## src/rtl/pio_bus_pkg.sv

```systemverilog
// Shared definitions for the SPI-to-PIO register bus bridge: frame geometry,
// FSM state encoding and default bus widths.
package pio_bus_pkg;

  localparam int ADDR_W_DEF = 10;
  localparam int DATA_W_DEF = 32;
  localparam int HDR_BITS   = 16;
  localparam int FRAME_BITS = 48;
  localparam int W_BIT      = 15;
  localparam int CNT_W      = 6;

  localparam logic [CNT_W-1:0] HDR_LAST   = 6'd15;
  localparam logic [CNT_W-1:0] FRAME_LAST = 6'd47;
  localparam logic [CNT_W-1:0] FRAME_FULL = 6'd48;

  typedef enum logic [1:0] {
    IDLE = 2'd0,
    HDR  = 2'd1,
    DATA = 2'd2,
    DONE = 2'd3
  } state_t;

  // A select that ends with a partial frame is malformed; 0 bits is a no-op.
  function automatic logic is_abort(input logic [CNT_W-1:0] cnt);
    return (cnt != 6'd0) && (cnt != FRAME_FULL);
  endfunction

endpackage

```

## src/rtl/spi_pin_sync.sv

```systemverilog
// Oversampling front end: synchronizes the SPI pins into clk and produces
// registered, mutually aligned edge pulses for sclk and cs_n.
module spi_pin_sync #(
  parameter int SYNC_STAGES = 2
) (
  input  logic clk,
  input  logic rst,
  input  logic sclk,
  input  logic cs_n,
  input  logic mosi,
  output logic mosi_bit,
  output logic cs_n_sync,
  output logic sclk_rise,
  output logic sclk_fall,
  output logic cs_fall,
  output logic cs_rise
);

  logic [SYNC_STAGES-1:0] sclk_sr_r;
  logic [SYNC_STAGES-1:0] cs_sr_r;
  logic [SYNC_STAGES-1:0] mosi_sr_r;
  logic                   sclk_d_r;

  // Synchronizer chains plus one alignment stage that yields the edge pulses.
  always_ff @(posedge clk or posedge rst) begin
    if (rst) begin
      sclk_sr_r <= '0;
      cs_sr_r   <= '1;
      mosi_sr_r <= '0;
      sclk_d_r  <= 1'b0;
      mosi_bit  <= 1'b0;
      cs_n_sync <= 1'b1;
      sclk_rise <= 1'b0;
      sclk_fall <= 1'b0;
      cs_fall   <= 1'b0;
      cs_rise   <= 1'b0;
    end else begin
      sclk_sr_r[0] <= sclk;
      cs_sr_r[0]   <= cs_n;
      mosi_sr_r[0] <= mosi;
      for (int i = 1; i < SYNC_STAGES; i++) begin
        sclk_sr_r[i] <= sclk_sr_r[i-1];
        cs_sr_r[i]   <= cs_sr_r[i-1];
        mosi_sr_r[i] <= mosi_sr_r[i-1];
      end
      sclk_d_r  <= sclk_sr_r[SYNC_STAGES-1];
      mosi_bit  <= mosi_sr_r[SYNC_STAGES-1];
      cs_n_sync <= cs_sr_r[SYNC_STAGES-1];
      sclk_rise <= sclk_sr_r[SYNC_STAGES-1] & ~sclk_d_r;
      sclk_fall <= ~sclk_sr_r[SYNC_STAGES-1] & sclk_d_r;
      cs_fall   <= cs_n_sync & ~cs_sr_r[SYNC_STAGES-1];
      cs_rise   <= ~cs_n_sync & cs_sr_r[SYNC_STAGES-1];
    end
  end

endmodule

```

## src/rtl/spi_reg_bridge.sv

```systemverilog
// SPI mode-0 target that turns 48-bit host frames into single-cycle register
// writes and reads on the PIO control register bus.
module spi_reg_bridge
  import pio_bus_pkg::*;
#(
  parameter int ADDR_W      = ADDR_W_DEF,
  parameter int DATA_W      = DATA_W_DEF,
  parameter int SYNC_STAGES = 2
) (
  input  logic              clk,
  input  logic              rst,
  input  logic              sclk,
  input  logic              cs_n,
  input  logic              mosi,
  output logic              miso,
  output logic              miso_oe,
  output logic [ADDR_W-1:0] write_addr,
  output logic [DATA_W-1:0] data_in,
  output logic              write_en,
  output logic [ADDR_W-1:0] read_addr,
  input  logic [DATA_W-1:0] data_out,
  output logic              frame_err
);

  logic mosi_bit_s, cs_n_sync_s, sclk_rise_s, sclk_fall_s, cs_fall_s, cs_rise_s;

  spi_pin_sync #(.SYNC_STAGES(SYNC_STAGES)) u_pin_sync (
    .clk       (clk),
    .rst       (rst),
    .sclk      (sclk),
    .cs_n      (cs_n),
    .mosi      (mosi),
    .mosi_bit  (mosi_bit_s),
    .cs_n_sync (cs_n_sync_s),
    .sclk_rise (sclk_rise_s),
    .sclk_fall (sclk_fall_s),
    .cs_fall   (cs_fall_s),
    .cs_rise   (cs_rise_s)
  );

  state_t             state_r;
  logic [CNT_W-1:0]   bit_cnt_r;
  logic [DATA_W-1:0]  rx_r;
  logic [DATA_W-1:0]  tx_r;
  logic               hdr_w_r;
  logic [ADDR_W-1:0]  hdr_addr_r;
  logic               cap_r;

  logic [HDR_BITS-1:0] hdr_next_s;
  logic [DATA_W-1:0]   data_next_s;
  logic [ADDR_W-1:0]   addr_next_s;

  // Shift-register contents including the bit arriving on this rising edge.
  always_comb begin
    hdr_next_s  = {rx_r[HDR_BITS-2:0], mosi_bit_s};
    data_next_s = {rx_r[DATA_W-2:0], mosi_bit_s};
    addr_next_s = {hdr_next_s[ADDR_W-1:2], 2'b00};
  end

  // Frame FSM, bit counter, shift registers and bus-side outputs.
  always_ff @(posedge clk or posedge rst) begin
    if (rst) begin
      state_r    <= IDLE;
      bit_cnt_r  <= '0;
      rx_r       <= '0;
      tx_r       <= '0;
      hdr_w_r    <= 1'b0;
      hdr_addr_r <= '0;
      cap_r      <= 1'b0;
      miso       <= 1'b0;
      miso_oe    <= 1'b0;
      write_addr <= '0;
      data_in    <= '0;
      write_en   <= 1'b0;
      read_addr  <= '0;
      frame_err  <= 1'b0;
    end else begin
      write_en  <= 1'b0;
      frame_err <= 1'b0;
      cap_r     <= 1'b0;
      miso_oe   <= ~cs_n_sync_s;
      // read_addr settled last cycle, so data_out is valid for the capture
      if (cap_r) begin
        tx_r <= data_out;
      end
      if (cs_rise_s) begin
        state_r   <= IDLE;
        bit_cnt_r <= '0;
        miso      <= 1'b0;
        frame_err <= (state_r != IDLE) && is_abort(bit_cnt_r);
      end else begin
        case (state_r)
          IDLE: begin
            miso <= 1'b0;
            if (cs_fall_s) begin
              state_r   <= HDR;
              bit_cnt_r <= '0;
            end
          end
          HDR: begin
            miso <= 1'b0;
            if (sclk_rise_s) begin
              rx_r      <= data_next_s;
              bit_cnt_r <= bit_cnt_r + 6'd1;
              if (bit_cnt_r == HDR_LAST) begin
                state_r    <= DATA;
                hdr_w_r    <= hdr_next_s[W_BIT];
                hdr_addr_r <= addr_next_s;
                if (!hdr_next_s[W_BIT]) begin
                  read_addr <= addr_next_s;
                  cap_r     <= 1'b1;
                end
              end
            end
          end
          DATA: begin
            if (sclk_rise_s) begin
              rx_r      <= data_next_s;
              bit_cnt_r <= bit_cnt_r + 6'd1;
              if (bit_cnt_r == FRAME_LAST) begin
                state_r <= DONE;
                if (hdr_w_r) begin
                  write_en   <= 1'b1;
                  write_addr <= hdr_addr_r;
                  data_in    <= data_next_s;
                end
              end
            end
            if (sclk_fall_s) begin
              if (hdr_w_r) begin
                miso <= 1'b0;
              end else begin
                miso <= tx_r[DATA_W-1];
                tx_r <= {tx_r[DATA_W-2:0], 1'b0};
              end
            end
          end
          DONE: begin
            miso <= 1'b0;
          end
          default: begin
            state_r <= IDLE;
            miso    <= 1'b0;
          end
        endcase
      end
    end
  end

endmodule

```

## config.mk

```make
export PLATFORM = sky130hd
export DESIGN_NAME = spi_reg_bridge
export DESIGN_NICKNAME = d
export VERILOG_FILES = /design/src/rtl/pio_bus_pkg.sv /design/src/rtl/spi_pin_sync.sv /design/src/rtl/spi_reg_bridge.sv
export SDC_FILE = /design/constraint.sdc
export NUM_CORES = 1
export LEC_CHECK = 0
export ABC_AREA = 0
export BUFFER_PORTS_ARGS = -buffer_cell sky130_fd_sc_hd__clkbuf_2
export CAP_MARGIN = 10
export CORE_UTILIZATION = 45
export CTS_CLUSTER_DIAMETER = 80
export CTS_CLUSTER_SIZE = 8
export DETAILED_ROUTE_END_ITERATION = 8
export GPL_TIMING_DRIVEN = 0
export HOLD_SLACK_MARGIN = 0.1
export PLACE_DENSITY = 0.68
export SLEW_MARGIN = 15
export SYNTH_ARGS = -nofsm -noshare
export SYNTH_HDL_FRONTEND = slang
export SYNTH_HIERARCHICAL = 1
export SYNTH_SLANG_ARGS = --single-unit
```

## constraint.sdc

```tcl
create_clock -name clk -period 4.1 [get_ports clk]
set_input_delay 0.82 -clock clk [delete_from_list [all_inputs] [get_ports clk]]
set_output_delay 0.82 -clock clk [all_outputs]
set_load 0.03 [all_outputs]
```

Word-level counts from Yosys, hierarchy flattened
Cells that the tools add are included.
- multiplexer cells: 31
- equal/unequal tests: 13
- bitwise operators: 10
- reductions and logical operators: 15
- $add $sub $neg: 1
- operators by type and width (operator ; count):
    two-way mux 32 bit ; 5
    two-way mux 6 bit ; 3
    != test 3 x 1 -> 1 bit (second input constant) ; 5
    two-way mux 1 bit ; 14
    two-way mux 2 bit ; 6
    one-hot mux 6 bit (2 select lines) ; 1
    AND reduction 5 bit ; 2
    adder 6 x 1 -> 6 bit (second input constant) ; 1
    == test 6 x 4 -> 1 bit (second input constant) ; 1
    == test 6 bit (second input constant) ; 1
    != test 3 x 2 -> 1 bit (second input constant) ; 2
    != test 6 bit (second input constant) ; 1
    NOT 1 bit ; 6
    one-hot mux 2 bit (3 select lines) ; 1
    AND reduction 3 bit ; 2
    AND reduction 6 bit ; 1
    nonzero test 6 bit ; 1
    bitwise AND 1 bit ; 4
    == test 2 bit (second input constant) ; 2
    AND reduction 4 bit ; 1
    nonzero test 4 bit ; 1
    nonzero test 3 bit ; 1
    OR reduction 3 bit ; 1
    == test 2 x 1 -> 1 bit (second input constant) ; 1
    5 further kinds ; 6
- register bits after elaboration: 146
- word-level logic and storage cells: 94

Longest topological paths before layout
Gate-level depths: netlist of the first run.
- depth after elaboration: 5
- depth in mapped cells: 7
- mapped depth without buffers: 6

Modules after synthesis
The synthesis of the first run kept the hierarchy.
- by module, submodules not included (module ; instances ; area each (um^2) ; cells each):
    spi_reg_bridge ; 1 ; 5512.8 ; 417
    spi_pin_sync ; 1 ; 367.9 ; 18

Worst setup path before layout of the first run
No wires, ideal clock.
- path kind: flip-flop to flip-flop
- start point: register state_r[1]
- end point: register bit_cnt_r[5]
- arrival time: 1.803 ns
- required time: 4.022 ns
- period minus slack after synthesis: 1.880 ns
- path buffers: 0
- setup slack: 2.220 ns
- cell stages (with the launch flop): 7
- path through: dfrtp_1 > inv_1 > ha_1 > mux2i_1 > o21a_1 > or4_1 > a21oi_1
- cells in the longest elaborated chain, start to end: 4
- elaborated cells on any way between the ends: 10
- those cells by class: eq/ne (4); mux (2); reduce/logical (4)
- ends and longest elaborated chain (element ; line ; source):
    start: declaration ; spi_reg_bridge.sv:41 ; state_t state_r;
    start signal: assignment ; spi_reg_bridge.sv:63 ; state_r <= IDLE;
    start signal: assignment ; spi_reg_bridge.sv:87 ; state_r <= IDLE;
    start signal: assignment ; spi_reg_bridge.sv:96 ; state_r <= HDR;
    == test 2 bit / == test 2 x 1 -> 1 bit (equally long branches) ; spi_reg_bridge.sv:92 ; case (state_r)
    OR reduction 2 bit (no line) ; n/a ;
    != test 3 x 1 -> 1 bit (no line), or another cell as far along ; n/a ;
    AND reduction 3 bit (no line) / two-way mux 6 bit (equally long branches) ; n/a ;
    end signal: assignment ; spi_reg_bridge.sv:104 ; bit_cnt_r <= bit_cnt_r + 6'd1;
    end signal: assignment ; spi_reg_bridge.sv:119 ; bit_cnt_r <= bit_cnt_r + 6'd1;
    end: declaration ; spi_reg_bridge.sv:42 ; logic [CNT_W-1:0] bit_cnt_r;
Parallel ways exist; a longest one is shown, timed or not.
A chain may end at the register's enable or synchronous reset.

Worst setup path in the final report of the first run
Ends and elaborated chain as after synthesis.

==> results of run 1 <==
## layout by cell type, fill, tap and decap left out, types with 3 or more instances in the layout
cell and count:
mux2_2 86, buf_2 9, buf_4 4, o31ai_1 3, nand2_1 41, nor2_1 6
ha_1 6, nor3_1 3, nand2b_1 3, conb_1 4, o21ai_0 36, clkinv_4 3
mux2i_1 34, clkinv_2 4, nand3_1 4, a21oi_1 8, buf_12 4, clkinvlp_4 4
clkbuf_16 17, clkbuf_1 12, and2b_2 4, clkbuf_2 88, dfrtp_1 143, inv_1 7
dfstp_2 3
## state kept, by name, summed over array words and instances, names as in the netlist, 6 cells and up
register	flops
bit_cnt_r	6
data_in	32
hdr_addr_r	8
read_addr	8
rx_r	31
tx_r	32
write_addr	8
## per-stage QoR
stage	cells	setup WS, ns	instance area [µm²]
finish	734	1.92	7200
global route	734	1.73	7200
CTS	734	1.94	7200
detailed placement	702	1.93	6630
global placement	698	0.811	6550
floorplan	438	1.63	5900
## layer usage
| layer | up-vias | global-route usage [%] |
|---|---|---|
| met3 | 22 | 6.38 |
| li1 | 1736 | - |
| met2 | 96 | 26.4 |
| met1 | 1813 | 22.5 |
| met4 | 0 | 9.15 |
| met5 | - | 0 |
## final cells by class
class	instances	area, µm²	share of cell area, %
Buffer	24	116	1.62
Clock buffer	20	457	6.35
Clock inverter	12	108	1.50
Inverter	9	37.5	0.522
Multi-Input combinational cell	259	2080	29.0
Sequential cell	146	3660	50.8
Tap cell	172	215	2.99
Timing Repair Buffer	92	520	7.23
## worst max-delay path, cell delays in order, from the launching register on
cell and delay (ns):
dfrtp_1 0.40, inv_1 0.08, ha_1 0.42, mux2i_1 0.25
o21a_1 0.28, or4_1 0.52, a21oi_1 0.16
## kinds of logic after synthesis
group                    count (synthesis)
other                                    1
AND/OR/NAND/NOR                         74
multiplexers                           121
buffers and inverters                   33
adder cells (fa/ha/maj)                  6
AO/OA/AOI/OAI                           53
flip-flops                             146
XOR/XNOR                                 1
## report_power, final
part	switching, W	internal [W]
sequential	0.000141	0.00166
clock	0.000579	0.000865
combinational	0.000280	0.000237
total	0.00100	0.00276
## worst paths after layout
kind                                                end  slack (ns)  depth (start not counted)
worst max-delay path                       bit_cnt_r[5]        1.92                          6
worst max register to register             bit_cnt_r[5]        1.92                          6
max in group asynchronous                   data_in[30]        2.92                          4
min in group asynchronous                     frame_err        0.44                          2
worst min register to register  u_pin_sync/mosi_sr_r[1]        0.35                          0
worst min-delay path            u_pin_sync/mosi_sr_r[1]        0.35                          0
==> metrics.txt, run 1 <==
Area contributors post-synth dfrtp_1 (61%), mux2_2 (16%), mux2i_1 (5.8%); met2 wire length 4850 µm; Critical Path End Type register; EDFF count, synth 0; total global-route track usage 17.6%; Fmax 0.459 GHz; PnR Total Power approximately 0.0038 W; wire per inst around 15 µm; Yosys top cell by area dfrtp_1; chip width 116 µm; Synth Area in Compound Gates approximately 5.0%; drt first pass iters 4; first-pass GRT wire length between 15000 and 20000 µm; max-slew violations 0; Initial Util 46.4%; Port Buffer Count 88; minimum clock period between 2 and 2.5 ns; Worst-Skew Late Latency 0.42 ns; Unique masters post-synth 38; DRC 0; slew margin rel. between 50% and 60%; Syn Std Cell Area 5880 µm²; largest family of logic cells by synthesized area multiplexers; global placement routability congestion roughly 0.8; post-synthesis mux area share between 20 and 25%; #FFs+latches synth 146; area delta synth->final 22.4%; most frequent cell after synthesis dfrtp_1; Hold WC Path Type reg -> reg; RSZ-0062 raised after global routing false; Commonest cells post-synth dfrtp_1 (143), mux2_2 (86), nand2_1 (41); Max Cap Violations 0; H-tree depth 4; Core ar. around 13000 µm²; I/O pin count 93; post-CTS sizing 0; Synth warnings 6; number of core rows 41; clock buffers created by TritonCTS 17; fin crit share between 50% and 60%; post-cts hold buffer count 0; layout cell share with drive strength beyond 1 41.5%; worst-path fanout max 9; routed vias 3667; Util after Layout ~57%; startpoint types register; final setup fails 0; met3 WL post-DR roughly 720 µm; fill count 1088; pwr dens 523 nW/µm²; final setup TNS 0 ns; Slew @ Worst Pin between 0.6 and 0.7 ns; Async SR Flop Fraction between 90% and 100%; clock sinks 146; # nets final ~590; Routed WL about 11000 µm; register area share after synthesis just over 60%; beginning of the critical path state_r[1]; Post-Synth Simple-Gate Area 6.32%; Clock Pin Slew Worst Setup and Hold Paths 0.06 ns; Top FF cell, synth dfrtp_1; initial antenna violation count 0; worst flop-to-flop path startpoint state_r[1]; Die Y 116 µm; share of the synthesized area in the top cell type 60.9%; Final Hold Vio Count 0; Detail Placement HPWL roughly 7600 µm; DR top layer met4; Mapped Cells 435; kind of critical path reg -> reg; status finished, final reports clean; Antenna diodes 0; CP Data Required Time between 4 and 5 ns; antenna viol nets, final 0; Post-CTS Setup Bufs 0; Worst Path Arrival around 2.5 ns; CTS tree built; Root Driver clkbuf_16; number of global-route vias before repair 3645; worst hold path startpoint u_pin_sync/mosi_sr_r[0]; grt ovf 0; Post-Route Skew 0.00649 ns; DRT iter0 DRCs 194; xor/xnor share of the synthesized area less than 1%; pin count of the biggest net entering global routing 32; Via density 5.00; static leakage around 3.5 nW; Routed met1 length 4920 µm; maximum VDD drop approximately 330 µV; Avg Cell Area, Syn 13.5 µm²; Longest Clk Path Bufs 2; Synth Area in Adders 1.28%; worst hold slack roughly 0.35 ns; Die ar. 13500 µm²
No activity file was read; power rests on OpenSTA's default activity.
==> inputs of run 2 (changes only) <==
- PLACE_DENSITY: 0.68 -> 0.66
- clock period: 4.1 -> 2.2 ns (I/O delays scaled with it)
==> run 2 against run 1 <==
Compared with the run above:
- combinational power grew 92%
- count of clock-buffer cells in the layout grew 1
- clock power grew 92%
- first-iteration DRC count shrank 20%
- global-route usage shrank 0.12 points
- wire length shrank 0.28%
- final cell count grew 0.14%
- maximum frequency grew 3.4%
- sequential share of layout area shrank 0.20 points
- final area grew 0.40%
- critical endpoint is now data_in[24]
==> metrics.txt, run 2 (same netlist as run 1, synthesis figures left out) <==
grt ovf 0 (unchanged); startpoint types register (unchanged); clock sinks 146 (unchanged); FF-to-FF End data_in[24] (was bit_cnt_r[5]); slew margin rel. 52.5% (was 53.6%); Routed WL 10700 µm (was 10800 µm); Fmax 0.474 GHz (was 0.459 GHz); Antenna diodes 0 (unchanged); Max Cap Violations 0 (unchanged); kind of critical path reg -> reg (unchanged); Worst Path Arrival 2.40 ns (was 2.52 ns); Post-CTS Setup Bufs 0 (unchanged); Worst-Skew Late Latency 0.41 ns (was 0.42 ns); commonest non-fill, non-tap cell in the layout dfrtp_1 (unchanged); Slew @ Worst Pin 0.711 ns (was 0.695 ns); worst r2r path cells 5 (was 6); # nets final 593 (was 592); number of core rows 41 (unchanged); Die Y 116 µm (unchanged); Initial Util 46.4% (unchanged); fill count 1097 (was 1088); final setup TNS 0 ns (unchanged); Layout Cells excl Fill 735 (was 734); total global-route track usage 17.5% (was 17.6%); DRC 0 (unchanged); H-tree depth 4 (unchanged); Detail Placement HPWL 7490 µm (was 7640 µm); status finished, final reports clean (unchanged); dpl cells 701 (was 702); clock buffers created by TritonCTS 17 (unchanged); DRT iter0 DRCs 155 (was 194); pwr dens 984 nW/µm² (was 523 nW/µm²); final setup fails 0 (unchanged); Longest Clk Path Bufs 2 (unchanged); antenna viol nets, final 0 (unchanged); routed vias 3655 (was 3667); Via density 4.97 (was 5.00); area delta synth->final 22.9% (was 22.4%); Hold WC Path Type in -> reg (was reg -> reg); worst hold path startpoint sclk (was u_pin_sync/mosi_sr_r[0]); Die ar. 13500 µm² (unchanged); wire per inst 14.6 µm (was 14.7 µm); Root Driver clkbuf_16 (unchanged); maximum VDD drop 519 µV (was 326 µV); commonest non-fill, non-tap cells in the layout dfrtp_1 (143), clkbuf_2 (88), mux2_2 (86) (unchanged); CTS tree built (unchanged); CP Data Required Time 2.49 ns (was 4.44 ns); Port Buffer Count 88 (unchanged); minimum clock period 2.11 ns (was 2.18 ns); fin crit share 95.8% (was 53.1%); static leakage 3.51 nW (was 3.48 nW); layout cell share with drive strength beyond 1 41.6% (was 41.5%); chip width 116 µm (unchanged); Final Hold Vio Count 0 (unchanged); Core ar. 12700 µm² (unchanged); drt first pass iters 4 (unchanged); hold path cells 1 (was 0); max-slew violations 0 (unchanged); worst-path fanout max 10 (was 9); pin count of the biggest net entering global routing 39 (was 32); initial antenna violation count 0 (unchanged); worst flop-to-flop path startpoint bit_cnt_r[0] (was state_r[1]); Largest regs data_in x32, tx_r x32, rx_r x31 (unchanged); Clock Pin Slew Worst Setup and Hold Paths 0.06 ns (about the same); I/O pin count 93 (unchanged); Post-Route Skew 0.00473 ns (was 0.00649 ns); WHS Endpoint u_pin_sync/sclk_sr_r[0] (was u_pin_sync/mosi_sr_r[1]); first-pass GRT wire length 17800 µm (was 17900 µm); Critical Path End Type register (unchanged); number of global-route vias before repair 3652 (was 3645); global placement routability congestion 0.769 (was 0.807); worst hold slack 0.135 ns (was 0.351 ns); R2R setup slack 0.09 ns (was 1.92 ns)
## run 2: power breakdown
group | total (W) | internal, W | switching (W)
clock network | 0.00277 | 0.00174 | 0.00103
logic | 0.000991 | 0.000458 | 0.000533
registers | 0.00335 | 0.00309 | 0.000260
## run 2: area by class of cell
class / instances / area, µm² / share of cell area [%]
inverters: 9 / 37.5 / 0.520
clock inverters: 11 / 110 / 1.52
clock buffers: 21 / 470 / 6.51
flip-flops and latches: 146 / 3660 / 50.6
well taps: 172 / 215 / 2.98
multi-input cells: 259 / 2100 / 29.0
plain buffers: 24 / 116 / 1.61
repair buffers: 93 / 520 / 7.20
## run 2: worst max-delay path: stages, from the launching register on
cell and delay, ns:
dfrtp_1 0.42, ha_1 0.20, nand4_1 0.27, nor3_4 0.39, buf_2 0.34, mux2_2 0.37
## run 2: repair_timing
item                                    CTS  global route
hold buffers                              2             0
endpoints found under the hold margin    11             0
resized for setup                         0             3
endpoints found under the setup margin    0            41
## run 2: worst max path at each step
stage                 startpoint            to  slack (ns)  depth (start not counted)
finish              bit_cnt_r[0]   data_in[24]        0.09                          5
global route          state_r[0]      tx_r[15]      -0.006                          7
CTS                 bit_cnt_r[0]   data_in[24]        0.02                          5
detailed placement  bit_cnt_r[0]   data_in[23]        0.03                          5
global placement             rst   data_in[25]       -0.69                          2
floorplan                    rst  bit_cnt_r[0]        0.11                          1
## run 2: per-layer routing
layer,track usage (%),share of wire (%)
met1,22.4,45
met2,27.2,48
met3,6.38,6.0
met4,6.92,1.2
met5,0,0
## run 2: stage by stage
| stage | total power (W) | setup slack, ns | util, % | cell area [µm²] |
|---|---|---|---|---|
| after floorplan | 0.00407 | 0.109 | - | 5900 |
| after global placement | 0.00430 | -0.686 | 51.7 | 6550 |
| after detailed placement | 0.00437 | 0.0269 | 52.2 | 6610 |
| after CTS | 0.00719 | 0.0150 | 56.9 | 7210 |
| after global routing | 0.00751 | -0.00564 | 57.0 | 7220 |
| final | 0.00711 | 0.0921 | 57.0 | 7220 |
